**config.mk**
```make
export PLATFORM = sky130hd
export DESIGN_NAME = x7seg_scan_ctrl
export DESIGN_NICKNAME = d
export VERILOG_FILES = /design/src/rtl/x7seg_pkg.sv /design/src/rtl/x7seg_hex_decode.sv /design/src/rtl/x7seg_scan_ctrl.sv
export SDC_FILE = /design/constraint.sdc
export NUM_CORES = 1
export LEC_CHECK = 0
export BUFFER_PORTS_ARGS = -buffer_cell sky130_fd_sc_hd__clkbuf_2
export CELL_PAD_IN_SITES_DETAIL_PLACEMENT = 1
export CELL_PAD_IN_SITES_GLOBAL_PLACEMENT = 1
export CORE_UTILIZATION = 43
export DETAILED_ROUTE_END_ITERATION = 6
export PLACE_DENSITY_LB_ADDON = 0.1
export SETUP_SLACK_MARGIN = 0.2
export SLEW_MARGIN = 10
export SYNTH_ARGS = -nofsm -noshare
export SYNTH_HDL_FRONTEND = slang
export SYNTH_SLANG_ARGS = --single-unit
```
**constraint.sdc**
```tcl
create_clock -name clk -period 4.3 [get_ports clk]
set_input_delay 0.215 -clock clk [delete_from_list [all_inputs] [get_ports clk]]
set_output_delay 0.215 -clock clk [all_outputs]
set_load 0.1 [all_outputs]
```
**src/rtl/x7seg_pkg.sv**
```systemverilog
// Shared types and constants for the seven-segment scan controller.
// X7SEG_LZ_BLANK_EN (when defined) enables leading-zero suppression in x7seg_scan_ctrl.
package x7seg_pkg;

  typedef enum logic [0:0] {
    BLANK = 1'b0,
    SHOW  = 1'b1
  } state_e;

  localparam logic [6:0] SEG_OFF = 7'b1111111;
  localparam logic [3:0] AN_OFF  = 4'b1111;

  // Active-low glyphs, bit 6 = segment a ... bit 0 = segment g; entry 0 is rightmost.
  localparam logic [15:0][6:0] HEX_GLYPH = {
    7'b0111000,  // F
    7'b0110000,  // E
    7'b1000010,  // d
    7'b0110001,  // C
    7'b1100000,  // b
    7'b0001000,  // A
    7'b0000100,  // 9
    7'b0000000,  // 8
    7'b0001111,  // 7
    7'b0100000,  // 6
    7'b0100100,  // 5
    7'b1001100,  // 4
    7'b0000110,  // 3
    7'b0010010,  // 2
    7'b1001111,  // 1
    7'b0000001   // 0
  };

  // Index of the most significant nonzero nibble; 0 when the whole value is zero.
  function automatic logic [1:0] msd_index(input logic [15:0] v);
    logic [1:0] idx;
    if (v[15:12] != 4'h0) begin
      idx = 2'd3;
    end else if (v[11:8] != 4'h0) begin
      idx = 2'd2;
    end else if (v[7:4] != 4'h0) begin
      idx = 2'd1;
    end else begin
      idx = 2'd0;
    end
    return idx;
  endfunction

endpackage

```
**src/rtl/x7seg_hex_decode.sv**
```systemverilog
// Combinational nibble to active-low seven-segment lookup.
module x7seg_hex_decode
  import x7seg_pkg::*;
(
  input  logic [3:0] nibble_i,
  output logic [6:0] seg_o
);

  assign seg_o = HEX_GLYPH[nibble_i];

endmodule

```
**src/rtl/x7seg_scan_ctrl.sv**
```systemverilog
// Four-digit common-anode scan controller with blanking gaps and a frame-synchronous update handshake.
// Build option: define X7SEG_LZ_BLANK_EN to suppress leading zeros (digit 0 always shown).
module x7seg_scan_ctrl
  import x7seg_pkg::*;
#(
  parameter int REFRESH_DIV  = 100000,
  parameter int BLANK_CYCLES = 1000,
  parameter int CNT_W        = 17
) (
  input  logic        clk,
  input  logic        rst,
  input  logic [15:0] data_in,
  input  logic [3:0]  dp_in,
  input  logic        data_valid,
  output logic        data_ready,
  output logic [6:0]  a_to_g,
  output logic        dp,
  output logic [3:0]  an,
  output logic [3:0]  digit,
  output logic        frame_done
);

  localparam logic [CNT_W-1:0] BLANK_LAST = CNT_W'(BLANK_CYCLES - 1);
  localparam logic [CNT_W-1:0] SHOW_LAST  = CNT_W'(REFRESH_DIV - 1);

  state_e           state_q, state_d;
  logic [1:0]       idx_q, idx_d;
  logic [CNT_W-1:0] cnt_q, cnt_d;
  logic             wrap_s;

  logic [15:0]      disp_q, disp_d, shadow_q, shadow_d;
  logic [3:0]       dpr_q, dpr_d, shdp_q, shdp_d;
  logic             pending_q, pending_d;
  logic             xfer_s, commit_s;

  logic [3:0]       nib_s;
  logic [6:0]       seg_dec_s;
  logic             lz_blank_s, lit_s;

  logic [3:0]       an_q, an_d, digit_q, digit_d;
  logic [6:0]       seg_q, seg_d;
  logic             dp_q, dp_d, frame_done_q;

  // Scan sequencing: dwell counter runs 0..N-1 in each state and clears on every transition.
  always_comb begin
    state_d = state_q;
    idx_d   = idx_q;
    cnt_d   = cnt_q + CNT_W'(1);
    wrap_s  = 1'b0;
    case (state_q)
      BLANK: begin
        if (cnt_q == BLANK_LAST) begin
          state_d = SHOW;
          idx_d   = idx_q + 2'd1;
          cnt_d   = '0;
          wrap_s  = (idx_q == 2'd3);
        end else begin
          state_d = BLANK;
        end
      end
      SHOW: begin
        if (cnt_q == SHOW_LAST) begin
          state_d = BLANK;
          cnt_d   = '0;
        end else begin
          state_d = SHOW;
        end
      end
      default: begin
        state_d = BLANK;
        idx_d   = 2'd3;
        cnt_d   = '0;
      end
    endcase
  end

  // The shadow holds at most one update; it is committed only at the frame boundary so a frame is never torn.
  always_comb begin
    xfer_s   = data_valid & ~pending_q;
    commit_s = wrap_s & pending_q;
    shadow_d = shadow_q;
    shdp_d   = shdp_q;
    disp_d   = disp_q;
    dpr_d    = dpr_q;
    if (xfer_s) begin
      shadow_d  = data_in;
      shdp_d    = dp_in;
    end else begin
      shadow_d  = shadow_q;
    end
    if (commit_s) begin
      disp_d = shadow_q;
      dpr_d  = shdp_q;
    end else begin
      disp_d = disp_q;
    end
    if (xfer_s) begin
      pending_d = 1'b1;
    end else if (commit_s) begin
      pending_d = 1'b0;
    end else begin
      pending_d = pending_q;
    end
  end

  // Outputs are built from next-state values so registered pins change together with the state.
  always_comb begin
    case (idx_d)
      2'd0:    nib_s = disp_d[3:0];
      2'd1:    nib_s = disp_d[7:4];
      2'd2:    nib_s = disp_d[11:8];
      2'd3:    nib_s = disp_d[15:12];
      default: nib_s = 4'h0;
    endcase
`ifdef X7SEG_LZ_BLANK_EN
    lz_blank_s = (idx_d > msd_index(disp_d));
`else
    lz_blank_s = 1'b0;
`endif
    lit_s = (state_d == SHOW) & ~lz_blank_s;
    if (lit_s) begin
      an_d  = ~(4'b0001 << idx_d);
      seg_d = seg_dec_s;
      dp_d  = ~dpr_d[idx_d];
    end else begin
      an_d  = AN_OFF;
      seg_d = SEG_OFF;
      dp_d  = 1'b1;
    end
    if (state_d == SHOW) begin
      digit_d = nib_s;
    end else begin
      digit_d = digit_q;
    end
  end

  x7seg_hex_decode u_dec (
    .nibble_i (nib_s),
    .seg_o    (seg_dec_s)
  );

  // State, handshake and output registers with synchronous reset.
  always_ff @(posedge clk) begin
    if (rst) begin
      state_q      <= BLANK;
      idx_q        <= 2'd3;
      cnt_q        <= '0;
      disp_q       <= 16'h0000;
      dpr_q        <= 4'b0000;
      shadow_q     <= 16'h0000;
      shdp_q       <= 4'b0000;
      pending_q    <= 1'b0;
      an_q         <= AN_OFF;
      seg_q        <= SEG_OFF;
      dp_q         <= 1'b1;
      digit_q      <= 4'h0;
      frame_done_q <= 1'b0;
    end else begin
      state_q      <= state_d;
      idx_q        <= idx_d;
      cnt_q        <= cnt_d;
      disp_q       <= disp_d;
      dpr_q        <= dpr_d;
      shadow_q     <= shadow_d;
      shdp_q       <= shdp_d;
      pending_q    <= pending_d;
      an_q         <= an_d;
      seg_q        <= seg_d;
      dp_q         <= dp_d;
      digit_q      <= digit_d;
      frame_done_q <= wrap_s;
    end
  end

  assign data_ready = ~pending_q;
  assign a_to_g     = seg_q;
  assign dp         = dp_q;
  assign an         = an_q;
  assign digit      = digit_q;
  assign frame_done = frame_done_q;

endmodule

```
* Yosys cells after proc, flatten, opt, wreduce, memory -nomap -nowiden *
Memory sizes are Yosys's and may differ from the RTL's. A register that Yosys moved wholly into a read port is not among the register bits.
Index checks and enable logic that the tools add are counted.

word-level totals
  register bits after elaboration = 71
  ROM bits = 112
  bits of input ports = 23
  output and inout port bits = 18
  logic and storage cells = 50
  memories = 1

memory list
  name              words  width  read ports  clocked after Yosys merged registers in  write ports  line                   source
  (name not given)  16     7      1           1                                        0            x7seg_hex_decode.sv:9  assign seg_o = HEX_GLYPH[nibble_i];

operators by class
  add/sub/neg operators = 2
  $lt $le $gt $ge = 1
  equal/unequal tests = 6
  shift-type cells = 1
  mux-type cells = 17
  bitwise gates (word level) = 7
  reduce and logical (&&, ||, !) cells = 3

operator list
  operator               number
  $mux 17                2
  $pmux 17 s2            1
  $add 17x1->17 const B  1
  $eq 17x10->1 const B   1
  $eq 17x17->1 const B   1
  $mux 16                1
  $pmux 4 s4             1
  $mux 1                 7
  $eq 2x2->1 const B     3
  $mux 2                 2
  $mux 4                 1
  $not 1->1              4
  $not 4->4              1
  $shl 1x2->4 const A    1
  $lt 2x3->1 const B     1
  $add 2x1->2 const B    1
  $and 1x1->1            2
  $bmux 1 s2             1
  $eq 2x1->1 const B     1
  $logic_not 2->1        1
  $pmux 1 s2             1
  $reduce_bool 2->1      1
  $reduce_or 2->1        1

* Logic depth before layout (Yosys ltp) *
  depth after elaboration = 8
  mapped depth = 15
  gate-level depth less buffers = 14

* Modules after synthesis *
From an unflattened synthesis, not the netlist that was laid out.

unflattened totals
  cell total of the unflattened synthesis = 409
  area total of the unflattened synthesis = 3681.0 µm²

modules (own cells, without submodules)
  module            instances  cells an instance  area each (µm²)  seq. area each (µm²)
  x7seg_scan_ctrl   1          376                3412.0           1561.5
  x7seg_hex_decode  1          33                 269.0            0.0

* Worst setup path after synthesis *
OpenSTA, ideal clock, no wires.

  kind = reg-to-reg
  start = register cnt_q[12]
  end = register seg_q[6], in the netlist a_to_g[6]
  setup time = 0.119 ns
  arrival = 3.173 ns
  setup slack = 1.008 ns
  stages on the path, launching flop included = 12
  path buffers = 0
  path through = dfxtp_1 or4_4 nor3_4 mux2_2 nor2_1 nor3_1 a21oi_1 inv_1 ha_1 or3_1 o221ai_1 nand2_1

on the way
  word-level cells in the longest chain between the ends = 6
  elaborated cells between the ends (all ways) = 18
  classes of those cells = 5 x eq/ne; 9 x mux; 2 x bitwise; 2 x reduce/logical

ends and longest elaborated chain
  what                    line                    source
  from (decl)             x7seg_scan_ctrl.sv:28   logic [CNT_W-1:0] cnt_q, cnt_d;
  from (signal assigned)  x7seg_scan_ctrl.sv:161  cnt_q <= cnt_d;
  $eq 17x10->1 (*)        x7seg_scan_ctrl.sv:52   if (cnt_q == BLANK_LAST) begin
  $mux 1                  x7seg_scan_ctrl.sv:52
  $mux 1                  x7seg_scan_ctrl.sv:50   case (state_q)
  $and 1x1->1             x7seg_scan_ctrl.sv:80   commit_s = wrap_s & pending_q;
  $mux 16                 x7seg_scan_ctrl.sv:91   if (commit_s) begin
  $pmux 4 s4 (*)          x7seg_scan_ctrl.sv:108  case (idx_d)
  net nib_s[0]            x7seg_scan_ctrl.sv:36   logic [3:0] nib_s;
  to (decl)               x7seg_scan_ctrl.sv:41   logic [6:0] seg_q, seg_d;

Mark *: on every way through the listed nets, which the timed path passes. The rest lies on a longest branch.
A chain may end at the register's enable or synchronous reset.

* Worst setup path in the final report *
Same ends and word-level chain as after synthesis.

==> results.toml <==
[final_layout]
synthToLayoutAreaGrowth_pct = 14.1
drive_above_1_share_pct = 15.5
n_fill_cell = 972
n_antenna_cell = 0
nNetsFinal = 478

[timing]
rsz0062_at_grt = "no"
finalHoldViolations = 0
fin_crit_sh_pct = 85.7
worst_slew_pin_slew_ns = 1.06
fmax_ghz = 0.272
period_needed_ns = 3.68
fin_setup_tns_ns = 0
clock_skew_ns = 0.0105
setup_violations = 0
slew_violations = 0
max-slew-margin-rel_pct = 29.5

[route]
dr.pass1.iters = 4
drtIter0Drc = 113
drc = 0
routedWlPerCell_um = 15.1
detail-route-antenna-nets = 0
routed_wl_mm = 8.35
vias = 2944
routed_via_density = 5.31

[worst_setup_path]
crit_arrival_ns = 3.93
required_ns = 4.55
cpMaxStageDelayCell = "or4_4"
crit_fanout = 9
cp-end-kind = "flip-flop"
ff2ff_setup_slack_ns = 0.62
cp-startpoint = "cnt_q[12]"
cp-start-kind = "flip-flop"
max_stage_delay_ns = 0.57
reg2reg_from = "cnt_q[12]"
endpoint = "a_to_g[6]"
path_class = "flip-flop to flip-flop"
crit_family = "simple AND/OR/NAND/NOR gates"
worst_r2r_path_depth = 11
cp_num_buf_inv = 1
r2r_end = "a_to_g[6]"
path_cells = "or4_4, nor3_4, mux2_2, nor2_1, nor3_1, a21oi_1, inv_1, ha_1, or3_1, o221ai_1, nand2_1"
cp.depth = 11

[power]
power.density_nw_per_um2 = 359
pwr-share-comb_pct = 3.8
pwr-share-clk_pct = 44.1
ir_worst_vdd_mv = 0.185
p_int_uw = 1090
power_frac_seq_pct = 52.1
switching_share_pct = 24.1
p_sw_uw = 346
total_leakage_power_uw = 0.00159
power.total_uw = 1440

[grt]
overflow = 0
grt_use_total_pct = 21.2
grt_max_degree = 52
grt_pass1_vias = 2886
antenna_found_initial = 0
grt_pass1_wl_mm = 14.3

[die]
dieArea_um2 = 8520
die_h_um = 92.3
die_w_um = 92.3
pin_count = 41
start_util_pct = 44.9
row_count = 32
coreArea_um2 = 7810

[clocking]
clock_latency_ns = 0.36
numClockSinks = 78
clkTransAtPathRegs_ns = 0.09
postCtsSetupRepairBufs = 0
clockBufferDepth = 2
numCtsBuffers = 9
htreeDepth = 3
root_buffer = "clkbuf_8"
post_cts_resized = 0
cts_tree = "yes"
ctsHoldBuffers = 0

[synthesis]
ys_types = 53
yosys.area.top_type_share_pct = 44.5
syn_nets = 445
synth_area_um2 = 3510
yosysMostFrequentCell = "nand2_1"
synth_edf_count = 0
ys_ff_latch = 78
synth_ff_type = "dfxtp_1"
ys_seq_area_share_pct = 44.5
syn_inst = 414
avgSynthCellArea_um2 = 8.47
synthTopCellsByCount = "79 x nand2_1, 78 x dfxtp_1, 49 x nor2_1"
synth_area_leaders = "dfxtp_1 45%, nand2_1 8.5%, mux2i_1 6.3%, nor2_1 5.2%, a21oi_1 5.1%"
synth-async-reset-ratio_pct = 0
synth_top_area_cell = "dfxtp_1"
synth_warnings = 0

[min_path]
min_path_type = "primary input to flip-flop"

[placed_design]
dp.final_hpwl_mm = 5.93
gp_congestion = 0.787
port_buffers = 40

[status]
run_status = "finished, final reports clean"

[flow_run]
drv_cap = 0
## stage by stage
step	hold WS (ns)	setup slack [ns]	instances	util (%)	cell area [um^2]
floorplan	0.351	1.01	414	-	3510
global placement	0.437	0.778	538	48.3	3770
detailed placement	0.445	0.631	538	48.3	3770
CTS	0.0594	0.608	554	51.2	4000
global route	0.0549	0.326	554	51.2	4000
finish	0.0671	0.617	554	51.2	4000
## per-layer routing
metal / global-route usage [%] / wire length [um] / up-vias
met4: 5.86 / 89 / 0
met1: 28.9 / 4180 / 1393
met3: 5.75 / 323 / 9
met5: 0 / 0 / -
li1: - / - / 1494
met2: 33.1 / 3760 / 48
## sequential cells by signal (all words and copies together) (netlist names)
| register | cells |
|---|---|
| dpr_q | 4 |
| frame_done | 1 |
| dp | 1 |
| shadow_q | 16 |
| digit | 4 |
| disp_q | 16 |
| idx_q | 2 |
| pending_q | 1 |
| an | 4 |
| state_q | 1 |
| shdp_q | 4 |
| a_to_g | 7 |
| cnt_q | 17 |
## placed cells by master (no fill, tap or decap), drive strengths merged, types with 3 or more instances in the layout
cell type	n
mux2i	22
nand2b	3
mux2	3
nand4	7
or3	3
ha	8
dfxtp	78
nor2b	4
buf	4
nor4b	4
and3	3
inv	11
a211oi	4
nand3	9
a31oi	3
xor2	7
o21ai	5
clkbuf	49
nor2	49
xnor2	11
or4	3
nand2	79
nor3	14
nor4	3
a21oi	36
## power groups by stage
stage / clock network [uW] / registers (uW) / logic [uW]
global placement: 0 / 765 / 54.7
finish: 634 / 749 / 55.0
CTS: 649 / 749 / 56.0
floorplan: 0 / 760 / 38.5
detailed placement: 0 / 766 / 56.0
global route: 688 / 751 / 62.8
## cell families (layout without fill, tap and decap cells)
logic type | Yosys count | after routing | synth area share [%]
and+or+nand+nor | 188 | 188 | 24.8
DFF | 78 | 78 | 44.5
AOI/OAI and AO/OA | 65 | 65 | 11.8
buffers and inverters | 31 | 69 | 3.60
muxes | 26 | 26 | 7.89
xor gates and xnor gates | 18 | 18 | 4.50
adders and majority gates | 8 | 8 | 2.86
## worst min-delay path, cell delays in order
cell	delay, ns
clkbuf_2	0.08
nand2_1	0.04
a21oi_1	0.05
## cell type report
cell class | count | area, um^2 | share of cell area (%)
Inverter | 9 | 33.8 | 0.845
Clock buffer | 9 | 124 | 3.10
Clock inverter | 7 | 105 | 2.63
Sequential cell | 78 | 1560 | 39.0
Tap cell | 102 | 128 | 3.19
Timing Repair Buffer | 44 | 230 | 5.76
Multi-Input combinational cell | 305 | 1820 | 45.4
## how the worst min path moves through the flow
| stage | endpoint | start | cells past startpoint |
|---|---|---|---|
| 2_1_floorplan | shadow_q[0] | data_in[0] | 2 |
| 3_3_place_gp | dpr_q[2] | dpr_q[2] | 2 |
| 3_5_place_dp | dpr_q[2] | dpr_q[2] | 2 |
| 4_1_cts | shadow_q[8] | data_in[8] | 3 |
| 5_1_grt | shadow_q[5] | data_in[5] | 3 |
| 6_report | shadow_q[1] | data_in[1] | 3 |
(Power assumes the default switching activity.)
